File: src/rtl/serial_add_pkg.sv
// Purpose : shared types and constants for the bit-serial adder controller.
// Latency : n/a (package only).
// Backpressure: n/a (package only).
// Contents: FSM state encoding, bit-counter width.
package serial_add_pkg;

    // FSM state encoding
    typedef enum logic [1:0] {
        IDLE = 2'd0,
        RUN  = 2'd1,
        DONE = 2'd2
    } state_t;

    // Wide enough to count bit positions 0..31, which covers WIDTH up to 32
    localparam int CNT_W = 5;

endpackage

File: src/rtl/fa_cell.sv
// Purpose : one-bit full adder used by the serial adder datapath.
// Latency : combinational, zero cycles.
// Backpressure: none.
// Ports   : a, b, cin -> sum, cout.
module fa_cell (
    input  logic a,
    input  logic b,
    input  logic cin,
    output logic sum,
    output logic cout
);

    assign sum  = a ^ b ^ cin;
    assign cout = (a & b) | (a & cin) | (b & cin);

endmodule

File: src/rtl/serial_add_ctrl.sv
// Purpose : bit-serial adder: sum = a + b + cin, one bit per cycle, LSB first.
// Latency : start at edge k -> done pulse after edge k+WIDTH; next start taken at edge k+WIDTH+1.
// Backpressure: start is ignored while RUN is in progress; no queuing.
// Ports   : clk, rst (sync, active-high), start, a, b, cin in;
//           busy, done, sum, cout, ovf out (all registered).
module serial_add_ctrl
    import serial_add_pkg::*;
#(
    parameter int WIDTH = 8
) (
    input  logic             clk,
    input  logic             rst,
    input  logic             start,
    input  logic [WIDTH-1:0] a,
    input  logic [WIDTH-1:0] b,
    input  logic             cin,
    output logic             busy,
    output logic             done,
    output logic [WIDTH-1:0] sum,
    output logic             cout,
    output logic             ovf
);

    localparam logic [CNT_W-1:0] LAST_BIT = CNT_W'(WIDTH - 1);

    state_t             r_state;
    logic [CNT_W-1:0]   r_cnt;
    logic               r_carry;
    logic [WIDTH-1:0]   r_a_sr;
    logic [WIDTH-1:0]   r_b_sr;
    logic [WIDTH-1:0]   r_sum_sr;
    logic               r_busy;
    logic               r_done;
    logic [WIDTH-1:0]   r_sum;
    logic               r_cout;
    logic               r_ovf;

    logic               w_fa_sum;
    logic               w_fa_cout;
    logic [WIDTH-1:0]   w_sum_shift;

    fa_cell u_fa (
        .a    (r_a_sr[0]),
        .b    (r_b_sr[0]),
        .cin  (r_carry),
        .sum  (w_fa_sum),
        .cout (w_fa_cout)
    );

    // New sum bit enters at the MSB; written as shift+or so WIDTH=1 needs no special case
    assign w_sum_shift = (r_sum_sr >> 1) | (WIDTH'(w_fa_sum) << (WIDTH - 1));

    always_ff @(posedge clk) begin
        if (rst) begin
            r_state  <= IDLE;
            r_cnt    <= '0;
            r_carry  <= 1'b0;
            r_a_sr   <= '0;
            r_b_sr   <= '0;
            r_sum_sr <= '0;
            r_busy   <= 1'b0;
            r_done   <= 1'b0;
            r_sum    <= '0;
            r_cout   <= 1'b0;
            r_ovf    <= 1'b0;
        end else begin
            r_done <= 1'b0;
            case (r_state)
                IDLE: begin
                    if (start) begin
                        r_a_sr   <= a;
                        r_b_sr   <= b;
                        r_carry  <= cin;
                        r_cnt    <= '0;
                        r_sum_sr <= '0;
                        r_busy   <= 1'b1;
                        r_state  <= RUN;
                    end
                end
                RUN: begin
                    r_a_sr   <= r_a_sr >> 1;
                    r_b_sr   <= r_b_sr >> 1;
                    r_sum_sr <= w_sum_shift;
                    r_carry  <= w_fa_cout;
                    r_cnt    <= r_cnt + CNT_W'(1);
                    if (r_cnt == LAST_BIT) begin
                        // r_carry is the carry into the MSB during this last step,
                        // so overflow is resolved here and registered with the result.
                        r_sum   <= w_sum_shift;
                        r_cout  <= w_fa_cout;
                        r_ovf   <= r_carry ^ w_fa_cout;
                        r_done  <= 1'b1;
                        r_state <= DONE;
                    end
                end
                DONE: begin
                    // The edge that ends the done cycle may take a new start, which
                    // gives a WIDTH+1 cycle period when start is held high.
                    if (start) begin
                        r_a_sr   <= a;
                        r_b_sr   <= b;
                        r_carry  <= cin;
                        r_cnt    <= '0;
                        r_sum_sr <= '0;
                        r_state  <= RUN;
                    end else begin
                        r_busy  <= 1'b0;
                        r_state <= IDLE;
                    end
                end
                default: begin
                    r_busy  <= 1'b0;
                    r_state <= IDLE;
                end
            endcase
        end
    end

    assign busy = r_busy;
    assign done = r_done;
    assign sum  = r_sum;
    assign cout = r_cout;
    assign ovf  = r_ovf;

endmodule

File: config.mk
export PLATFORM = sky130hd
export DESIGN_NAME = serial_add_ctrl
export DESIGN_NICKNAME = d
export VERILOG_FILES = /design/src/rtl/serial_add_pkg.sv /design/src/rtl/fa_cell.sv /design/src/rtl/serial_add_ctrl.sv
export SDC_FILE = /design/constraint.sdc
export NUM_CORES = 1
export LEC_CHECK = 0
export CAP_MARGIN = 25
export CORE_MARGIN = 5
export CORE_UTILIZATION = 56
export CTS_CLUSTER_SIZE = 25
export DETAILED_ROUTE_END_ITERATION = 12
export PLACE_DENSITY_LB_ADDON = 0.08
export SLEW_MARGIN = 20
export SYNTH_ARGS = -nofsm -noshare
export SYNTH_HDL_FRONTEND = slang
export SYNTH_SLANG_ARGS = --single-unit
File: constraint.sdc
create_clock -name clk -period 2.5 [get_ports clk]
set_input_delay 0.5 -clock clk [delete_from_list [all_inputs] [get_ports clk]]
set_output_delay 0.5 -clock clk [all_outputs]
set_load 0.01 [all_outputs]
* Word-level counts from Yosys, hierarchy flattened
Index checks and enable logic that the tools add are counted.
** Operators by class
- Add/sub/neg operators :: 1
- Equality and inequality tests :: 7
- Mux-type cells :: 18
- Bitwise logic cells :: 10
- Reductions and logical operators :: 8
** Operator list (count)
- $pmux 8 s2 :: 3
- $mux 8 :: 3
- $pmux 5 s2 :: 1
- $or 7x8->8 :: 1
- $ne 2x2->1 const B :: 3
- $pmux 2 s3 :: 1
- $reduce_and 2->1 :: 3
- $add 5x1->5 const B :: 1
- $eq 5x3->1 const B :: 1
- $mux 1 :: 5
- $mux 5 :: 1
- $mux 2 :: 2
- $reduce_or 2->1 :: 2
- $and 1x1->1 :: 3
- $pmux 1 s3 :: 1
- $reduce_and 3->1 :: 1
- $xor 1x1->1 :: 3
- $eq 2x1->1 const B :: 1
- $eq 2x2->1 const B :: 1
- $logic_not 2->1 :: 1
- $ne 2x1->1 const B :: 1
- $or 1x1->1 :: 2
- $pmux 1 s2 :: 1
- $reduce_bool 2->1 :: 1
- $not 1->1 :: 1
** Storage, ports and cells
- Bits in registers :: 44
- Input port bits :: 20

* Depth between registers and ports, before layout
Gate-level depths: netlist of run 1.
- Word-level depth :: 4
- Gate-level depth with buffers :: 6
- Mapped depth without buffers :: 4

* Hierarchy
Synthesis of run 1 repeated with hierarchy kept, for this count alone.
** Second synthesis, totals
- Cell total of the unflattened synthesis :: 210
- Area total of the unflattened synthesis :: 2072.0 um^2
** Modules (own cells, without submodules)
- serial_add_ctrl :: times used 1, cells each 209, area each 2052.0 um^2, sequential area each 860.8 um^2
- fa_cell :: times used 1, cells each 1, area each 20.0 um^2, sequential area each 0.0 um^2

* Least setup slack after synthesis of run 1
No wires, ideal clock.
- Path type :: flip-flop to flip-flop
- Start :: register r_cnt[0]
- End :: register r_ovf, in the netlist ovf
- Data arrival time :: 1156 ps
- Required time :: 2409 ps
- Setup slack :: 1253 ps
- Cell stages (with the launch flop) :: 5
- Period minus slack after synthesis :: 1247 ps
- Path through :: dfxtp_1 ha_1 and4bb_2 buf_2 a311oi_1
** Between the ends
- Word-level cells in the longest chain between the ends :: 2
** RTL lines
- start, declared :: line serial_add_ctrl.sv:27 : logic [CNT_W-1:0] r_cnt;
- start signal, assigned :: line serial_add_ctrl.sv:85 : r_cnt <= r_cnt + CNT_W'(1);
- $eq 5x3->1 :: line serial_add_ctrl.sv:86 : if (r_cnt == LAST_BIT) begin
- $reduce_and 2->1 (no line)
- end signal, assigned :: line serial_add_ctrl.sv:91 : r_ovf <= r_carry ^ w_fa_cout;
- end, declared :: line serial_add_ctrl.sv:36 : logic r_ovf;
No other way between the ends.
A chain may end at the register's enable or synchronous reset.

* Final worst setup path of run 1
- Start :: register r_sum[6], in the netlist sum[6]
- End :: output sum[6]
** RTL lines
- start, declared :: line serial_add_ctrl.sv:34 : logic [WIDTH-1:0] r_sum;
- start signal, assigned :: line serial_add_ctrl.sv:89 : r_sum <= w_sum_shift;
- end, declared :: line serial_add_ctrl.sv:19 : output logic [WIDTH-1:0] sum,
No word-level cell between the ends.

==> results of run 1 <==
[cell type report]
type | instances | area [µm²]
tap | 46 | 57.6
fill | 274 | 1040
sequential | 43 | 861
clock buffer | 8 | 68.8
multi-input combinational | 143 | 921
inverter | 1 | 3.75
timing repair buffer | 37 | 355
[sequential cells by signal, summed over array words and instances (netlist names)]
| register | cells |
|---|---|
| r_state | 2 |
| r_cnt | 5 |
| r_carry | 1 |
| r_b_sr | 8 |
| done | 1 |
| sum | 8 |
| cout | 1 |
| r_sum_sr | 7 |
| busy | 1 |
| r_a_sr | 8 |
| ovf | 1 |
[metal layers]
metal  track usage [%]  share of wire (%)
met1              21.5                 45
met2              33.3                 49
met3              4.27                4.8
met4              8.19                1.7
met5                 0                  0
[per-stage QoR]
stage / total power, µW / hold WS [ns]
floorplan: 904 / 0.444
global placement: 950 / 0.454
detailed placement: 958 / 0.460
CTS: 1330 / 0.478
global route: 1390 / 0.511
finish: 1330 / 0.474
[cell families (layout without fill, tap and decap cells)]
group | after synthesis | after routing | share of synthesized area, %
AND/OR/NAND/NOR | 70 | 70 | 19.9
AO/OA/AOI/OAI | 50 | 50 | 15.3
multiplexers | 18 | 18 | 9.63
XOR/XNOR | 2 | 2 | 0.918
adder cells (fa/ha/maj) | 3 | 3 | 2.29
buffers and inverters | 22 | 46 | 6.81
flip-flops | 43 | 43 | 45.1
[cell usage in the layout, fill, tap and decap left out, drive strengths merged]
cell type / instances
a31oi: 1
clkdlybuf4s50: 31
nand4bb: 1
nor3b: 2
fa: 1
xnor2: 2
clkbuf: 8
inv: 1
a311oi: 1
ha: 1
nand2: 14
or3b: 2
o21ai: 9
dfxtp: 43
nor2b: 1
nor3: 17
nand3: 19
nand2b: 5
and2b: 1
nor2: 5
mux2: 3
mux2i: 15
and4bb: 1
buf: 6
a211oi: 15
nand4b: 2
maj3: 1
a21oi: 24
[worst min-delay path by stage]
stage,to,slack (ns),cells after the start,start
floorplan,sum[0]$_SDFFE_PP0P_,0.44,2,r_sum_sr[1]$_SDFFE_PP0P_
global placement,sum[0]$_SDFFE_PP0P_,0.45,2,r_sum_sr[1]$_SDFFE_PP0P_
detailed placement,sum[0]$_SDFFE_PP0P_,0.46,2,r_sum_sr[1]$_SDFFE_PP0P_
CTS,sum[0]$_SDFFE_PP0P_,0.48,2,r_sum_sr[1]$_SDFFE_PP0P_
global route,r_sum_sr[1]$_SDFFE_PP0P_,0.51,2,r_sum_sr[2]$_SDFFE_PP0P_
finish,sum[0]$_SDFFE_PP0P_,0.47,2,r_sum_sr[1]$_SDFFE_PP0P_
[power by group through the flow]
stage / combinational [µW] / clock [µW] / sequential (µW)
after floorplan: 151 / 0 / 753
after detailed placement: 200 / 0 / 758
after CTS: 201 / 390 / 743
after global placement: 195 / 0 / 756
final: 200 / 387 / 743
after global routing: 223 / 419 / 747
==> results.json, run 1 <==
{
  "run_status": "completed",
  "tritoncts.num_buffers": 5,
  "grt_pass1_wl_um": 6680,
  "cp_cell_sequence": "clkdlybuf4s50_1",
  "net-switching-power_uw": 348,
  "drt_wl_total_um": 3890,
  "synth.net_count": 230,
  "dr.pass1.iters": 4,
  "syn_area_um2": 1910,
  "wl_per_cell_um": 14.0,
  "drt.antenna.violating_nets": 0,
  "synth.yosys.warnings": 0,
  "crit_path_start": "sum[6]$_SDFFE_PP0P_",
  "cts_root_buf": "clkbuf_4",
  "asyncSetResetFlopFracSynth_pct": 0,
  "yosys_register_bits": 43,
  "rsz0062_at_grt": "false",
  "dp_hpwl_um": 2660,
  "slew-limit-headroom_pct": 59.7,
  "sequentialPowerShare_pct": 55.9,
  "crit-reg2reg-capture": "r_a_sr[6]$_SDFFE_PP0P_",
  "start_util_pct": 57.7,
  "clock_transition_at_the_register_clock_pins_on_the_worst_setup_and_hold_paths_after_cts_ns": 0.13,
  "design.final.nets": 253,
  "final_design_area_no_fill_um2": 2270,
  "n_antenna_cell": 0,
  "path_delay_family": "buffers and inverters",
  "detail_route.iter0.violations": 102,
  "synth_largest_type_area_fraction_pct": 45.1,
  "ff2ff_path_depth": 3,
  "power.leakage_uw": 0.000762,
  "p_comb_share_pct": 15.0,
  "initial_antenna_violation_count": 0,
  "setup_total_negative_slack_ns": 0,
  "setup.worst_path.end": "sum[6]",
  "clock_tree_from_tritoncts": "built",
  "synthTopCellsByArea": "dfxtp_1, mux2i_1, a21oi_1",
  "holdBufCountCts": 0,
  "clk_path_buf_depth": 2,
  "synthCells": 208,
  "rrSetupSlack_ns": 0.82,
  "slew_viol_final": 0,
  "cell_count_final_fillers_out": 278,
  "final.min_clock_period_ns": 1.77,
  "floorplan.core_area_um2": 3310,
  "cpMaxStageDelayCell": "clkdlybuf4s50_1",
  "worst_tran_pin_value_ns": 0.604,
  "fp.dieW_um": 68.4,
  "crit_path_end_kind": "primary output",
  "timing.hold.worst.class": "reg -> reg",
  "synth.distinct_cells": 33,
  "post_cts_repair_resize_count": 0,
  "cp_num_cells": 1,
  "drive_above_1_share_pct": 9.48,
  "postSynthAreaPerCell_um2": 9.18,
  "die-height_um": 68.4,
  "final-hold-violation-count": 0,
  "post-synth-top-count-cell": "dfxtp_1",
  "finalCritPeriodShare_pct": 70.8,
  "grt_max_degree": 44,
  "power_frac_clock_pct": 29.1,
  "ys_seq_area_share_pct": 45.1,
  "synthToLayoutAreaGrowth_pct": 18.7,
  "number_of_enable_flip_flop_cells_after_synthesis": 0,
  "final-setup-viol-count": 0,
  "floorplan.rows": 21,
  "synth_top_cell_by_area": "dfxtp_1",
  "timing.setup.critical_path_class": "reg -> out",
  "ys.flop_type": "dfxtp_1",
  "via_per_inst": 5.66,
  "netlist_top_cells_count": "dfxtp_1, a21oi_1, nand3_1",
  "pre_cts_ws_ns": 0.381,
  "first_global_vias": 1533,
  "drc": 0,
  "io_buffers": 31,
  "cell_internal_pwr_uw": 982,
  "die_area_um2": 4680,
  "finalCoreUtilization_pct": 68.5,
  "dpl-instance-area_um2": 2200,
  "timing.critical_path.from_type": "flip-flop",
  "grtUsageTotal_pct": 18.9,
  "critical_path_peak_fanout": 2,
  "clk_latency_ns": 0.36,
  "num_vias": 1573,
  "cts_post_setup_buffers_inserted": 0,
  "sw_frac_of_total_pct": 26.2,
  "ctsHtreeMaxLevel": 2,
  "io_pins": 32,
  "least_setup_slack_across_all_paths_after_layout_ns": 0.731,
  "irDropWorstVdd_uv": 330,
  "fmax_mhz": 565,
  "clock_sink_count": 43,
  "path_buf_inv": 1,
  "worst_ep_required_time_ns": 2.00,
  "place_inst": 270,
  "globalplace.congestion": 0.708,
  "critical_path_arrival_ns": 1.27,
  "overflow": 0,
  "finClkSkew_ns": 0.0101,
  "power_density_nw_per_um2": 587,
  "r2r_start": "r_state[1]$_SDFFE_PP0P_",
  "maxCapViolCount": 0,
  "critical-path-max-stage-delay_ns": 0.54
}
Power figures use the tool's default switching activity.
==> inputs of run 2 (changes only) <==
--- a/config.mk
+++ b/config.mk
@@ -7,7 +7,7 @@
 export LEC_CHECK = 0
 export CAP_MARGIN = 25
 export CORE_MARGIN = 5
-export CORE_UTILIZATION = 56
+export CORE_UTILIZATION = 52
 export CTS_CLUSTER_SIZE = 25
 export DETAILED_ROUTE_END_ITERATION = 12
 export PLACE_DENSITY_LB_ADDON = 0.08
==> constraint.sdc (replaced) <==
create_clock -name clk -period 1.75 [get_ports clk]
set_input_delay 0.35 -clock clk [delete_from_list [all_inputs] [get_ports clk]]
set_output_delay 0.35 -clock clk [all_outputs]
set_load 0.01 [all_outputs]
==> results.json, run 2 (synthesis results as in run 1) <==
{
  "path_delay_family": "buffers and inverters",
  "launch_point_of_the_worst_hold_path": "r_sum_sr[4]$_SDFFE_PP0P_",
  "finalHoldWorstSlack_ns": 0.469,
  "final-hold-violation-count": 0,
  "detail_route.iter0.violations": 93,
  "crit_path_end_kind": "primary output",
  "rsz0062_at_grt": "false",
  "globalplace.congestion": 0.760,
  "fmax_mhz": 649,
  "timing.setup.critical_path_class": "reg -> out",
  "clk_path_buf_depth": 2,
  "crit-reg2reg-capture": "ovf$_SDFFE_PP0P_",
  "cp_cell_sequence": "clkdlybuf4s50_1",
  "start_util_pct": 52.9,
  "finalPower_uw": 2280,
  "die-height_um": 70.6,
  "holdBufCountCts": 0,
  "setup_total_negative_slack_ns": 0,
  "cts_root_buf": "clkbuf_8",
  "via_per_inst": 5.53,
  "post_cts_repair_resize_count": 0,
  "grt_max_degree": 44,
  "ff2ff_path_depth": 4,
  "num_vias": 1565,
  "crit_path_start": "sum[2]$_SDFFE_PP0P_",
  "die_area_um2": 4980,
  "final-setup-viol-count": 0,
  "tritoncts.num_buffers": 5,
  "mostFrequentLayoutCell": "dfxtp_1",
  "worst_tran_pin_value_ns": 0.303,
  "worst_ep_required_time_ns": 1.40,
  "mostFrequentLayoutCells": "dfxtp_1, clkdlybuf4s50_1, a21oi_1",
  "fp.dieW_um": 70.6,
  "first_global_vias": 1467,
  "io_buffers": 31,
  "critical_path_peak_fanout": 2,
  "dr.pass1.iters": 4,
  "overflow": 0,
  "power.leakage_uw": 0.000814,
  "clock_tree_from_tritoncts": "built",
  "cp_num_cells": 1,
  "slew_viol_final": 0,
  "r2r_start": "r_cnt[0]$_SDFFE_PP0P_",
  "clock_transition_at_the_register_clock_pins_on_the_worst_setup_and_hold_paths_after_cts_ns": 0.09,
  "clock_sink_count": 43,
  "timing.critical_path.from_type": "flip-flop",
  "floorplan.rows": 22,
  "io_pins": 32,
  "dp_hpwl_um": 2690,
  "maxCapViolCount": 0,
  "slew-limit-headroom_pct": 79.8,
  "run_status": "completed",
  "final_design_area_no_fill_um2": 2400,
  "critical-path-max-stage-delay_ns": 0.55,
  "n_antenna_cell": 0,
  "synthToLayoutAreaGrowth_pct": 25.6,
  "power_density_nw_per_um2": 952,
  "final.min_clock_period_ns": 1.54,
  "design.final.nets": 256,
  "drt.antenna.violating_nets": 0,
  "grtUsageTotal_pct": 16.2,
  "critical_path_arrival_ns": 1.19,
  "cts_post_setup_buffers_inserted": 0,
  "timing.hold.worst.class": "reg -> reg",
  "floorplan.core_area_um2": 3610,
  "grt_pass1_wl_um": 6620,
  "dpl-instance-area_um2": 2260,
  "drc": 0,
  "setup.worst_path.end": "sum[2]",
  "wl_per_cell_um": 14.0,
  "ctsHtreeMaxLevel": 2,
  "drt_wl_total_um": 3970,
  "rrSetupSlack_ns": 0.29,
  "drive_above_1_share_pct": 11.1,
  "initial_antenna_violation_count": 0,
  "irDropWorstVdd_uv": 723,
  "finClkSkew_ns": 0.00746,
  "clk_latency_ns": 0.29,
  "path_buf_inv": 1,
  "finalCritPeriodShare_pct": 88.0,
  "cpMaxStageDelayCell": "clkdlybuf4s50_1"
}
run 2: changes by cell type in the layout (fill, tap and decap cells not counted):
cell	before	now
buf_12	0	3
bufinv_16	0	2
clkbuf_8	2	5
clkbuf_1	1	0
clkinvlp_4	0	1
clkbuf_4	5	0
run 2: layout make-up:
class | instances | area, µm²
clock buffers | 5 | 68.8
clock inverters | 3 | 67.6
fillers | 287 | 1210
inverters | 1 | 3.75
multi-input cells | 143 | 921
flip-flops and latches | 43 | 861
well taps | 48 | 60.1
repair buffers | 40 | 415
run 2: power breakdown:
| group | leakage [µW] | total [µW] | internal (µW) | switching, µW |
|---|---|---|---|---|
| logic | 0.000398 | 308 | 155 | 153 |
| registers | 0.000351 | 1060 | 1030 | 35.5 |
| clock network | 0.0000644 | 910 | 569 | 341 |
| total | 0.000814 | 2280 | 1750 | 529 |
run 2: routing by layer:
layer / track usage [%] / share of wire, % / vias up
li1: - / - / 797
met1: 21.0 / 46 / 725
met2: 25.8 / 48 / 36
met3: 3.84 / 4.2 / 7
met4: 7.52 / 2.1 / 0
met5: 0 / 0 / -
run 2: worst min-delay path by stage:
stage | cells past startpoint | end | slack (ns)
floorplan | 2 | sum[0]$_SDFFE_PP0P_ | 0.44
global placement | 2 | r_sum_sr[1]$_SDFFE_PP0P_ | 0.45
detailed placement | 2 | r_sum_sr[1]$_SDFFE_PP0P_ | 0.46
CTS | 2 | r_sum_sr[3]$_SDFFE_PP0P_ | 0.47
global route | 2 | sum[0]$_SDFFE_PP0P_ | 0.49
finish | 2 | r_sum_sr[3]$_SDFFE_PP0P_ | 0.47
run 2: through the flow:
step | worst slack (ns) | utilization (%) | std cells
after floorplan | 0.503 | - | 208
after global placement | 0.145 | 62.7 | 275
after detailed placement | 0.0728 | 62.7 | 275
after CTS | 0.198 | 66.5 | 283
after global routing | 0.169 | 66.5 | 283
final | 0.210 | 66.5 | 283
==> inputs of run 3 (changes only) <==
--- a/config.mk
+++ b/config.mk
@@ -8,7 +8,6 @@
 export CAP_MARGIN = 25
 export CORE_MARGIN = 5
 export CORE_UTILIZATION = 52
-export CTS_CLUSTER_SIZE = 25
 export DETAILED_ROUTE_END_ITERATION = 12
 export PLACE_DENSITY_LB_ADDON = 0.08
 export SLEW_MARGIN = 20
==> constraint.sdc (replaced) <==
create_clock -name clk -period 1.6 [get_ports clk]
set_input_delay 0.32 -clock clk [delete_from_list [all_inputs] [get_ports clk]]
set_output_delay 0.32 -clock clk [all_outputs]
set_load 0.01 [all_outputs]
==> results.json, run 3 (synthesis results as in run 1) <==
{
  "dr.pass1.iters": 4,
  "cell_count_final_fillers_out": 283,
  "setup_total_negative_slack_ns": 0,
  "cts_root_buf": "clkbuf_8",
  "power_density_nw_per_um2": 946,
  "drive_above_1_share_pct": 10.6,
  "post_cts_repair_resize_count": 0,
  "n_antenna_cell": 0,
  "tritoncts.num_buffers": 5,
  "worst_ep_required_time_ns": 1.80,
  "grt_pass1_wl_um": 6780,
  "holdBufCountCts": 0,
  "grt_max_degree": 44,
  "synthToLayoutAreaGrowth_pct": 23.7,
  "final.min_clock_period_ns": 1.49,
  "worst_tran_pin_value_ns": 0.312,
  "fmax_mhz": 672,
  "grtUsageTotal_pct": 16.6,
  "die_area_um2": 4980,
  "io_buffers": 31,
  "critical_path_arrival_ns": 1.68,
  "design.final.nets": 256,
  "start_util_pct": 52.9,
  "cts_post_setup_buffers_inserted": 0,
  "crit_path_end_kind": "flip-flop",
  "pre_cts_ws_ns": -0.0774,
  "drt.antenna.violating_nets": 0,
  "sequential_area_um2": 861,
  "ff2ff_path_depth": 4,
  "rsz0062_at_grt": "false",
  "clock_transition_at_the_register_clock_pins_on_the_worst_setup_and_hold_paths_after_cts_ns": 0.07,
  "critical_path_peak_fanout": 11,
  "multi_input_area_um2": 921,
  "finalHoldWorstSlack_ns": 0.474,
  "power.leakage_uw": 0.000801,
  "timing.critical_path.from_type": "flip-flop",
  "clk_path_buf_depth": 2,
  "die-height_um": 70.6,
  "irDropWorstVdd_uv": 703,
  "slew_viol_final": 0,
  "final-setup-viol-count": 0,
  "rrSetupSlack_ns": 0.11,
  "first_global_vias": 1494,
  "dp_hpwl_um": 2740,
  "ctsHtreeMaxLevel": 2,
  "overflow": 0,
  "floorplan.core_area_um2": 3610,
  "clock_tree_from_tritoncts": "built",
  "io_pins": 32,
  "place_inst": 275,
  "fp.dieW_um": 70.6,
  "finClkSkew_ns": 0.00389,
  "wl_per_cell_um": 14.3,
  "drc": 0,
  "least_setup_slack_across_all_paths_after_layout_ns": 0.111,
  "globalplace.congestion": 0.759,
  "detail_route.iter0.violations": 96,
  "clock_sink_count": 43,
  "mostFrequentLayoutCells": "dfxtp_1, clkdlybuf4s50_1, a21oi_1",
  "finalCritPeriodShare_pct": 93.0,
  "final-hold-violation-count": 0,
  "initial_antenna_violation_count": 0,
  "final_design_area_no_fill_um2": 2360,
  "floorplan.rows": 22,
  "dpl-instance-area_um2": 2260,
  "worst_hold_path.num_cells": 2,
  "run_status": "completed",
  "timing.hold.worst.class": "reg -> reg",
  "filler_cell_count": 303,
  "drt_wl_total_um": 4050,
  "mostFrequentLayoutCell": "dfxtp_1",
  "clk_latency_ns": 0.28,
  "maxCapViolCount": 0,
  "via_per_inst": 5.51,
  "num_vias": 1559,
  "timing.setup.critical_path_class": "reg -> reg",
  "slew-limit-headroom_pct": 79.2
}
-- run 3: layout make-up --
type | count | area share [%]
Multi-Input combinational cell | 143 | 39.0
Inverter | 1 | 0.159
Timing Repair Buffer | 40 | 17.6
Tap cell | 48 | 2.54
Sequential cell | 43 | 36.5
Clock buffer | 8 | 4.24
-- run 3: worst max-delay path: stages, from the launching register on --
cell	delay, ns
dfxtp_1	0.40
ha_1	0.25
and4bb_2	0.42
a21oi_1	0.11
a311oi_1	0.23
-- run 3: worst paths after layout --
| check | startpoint | to |
|---|---|---|
| hold reg to reg | r_sum_sr[1]$_SDFFE_PP0P_ | sum[0]$_SDFFE_PP0P_ |
| hold / removal | r_sum_sr[1]$_SDFFE_PP0P_ | sum[0]$_SDFFE_PP0P_ |
| setup / recovery | r_cnt[0]$_SDFFE_PP0P_ | ovf$_SDFFE_PP0P_ |
| setup reg to reg | r_cnt[0]$_SDFFE_PP0P_ | ovf$_SDFFE_PP0P_ |
-- run 3: layer usage --
layer  share of wire, %  up-vias  global-route usage [%]
met1                 48      729                    21.7
met4               0.77        0                    4.38
met5                  0        -                       0
met3                3.5        4                    3.69
li1                   -      794                       -
met2                 48       32                    27.8
-- run 3: power breakdown --
part	switching [µW]	internal [µW]
registers	40.1	1120
logic	173	170
clock network	333	394
total	547	1690
-- run 3: per-stage QoR --
step | total power (µW) | util [%]
final | 2230 | 65.5
after global routing | 2340 | 65.5
after CTS | 2250 | 65.5
after detailed placement | 1530 | 62.7
after global placement | 1510 | 62.7
after floorplan | 1410 | -
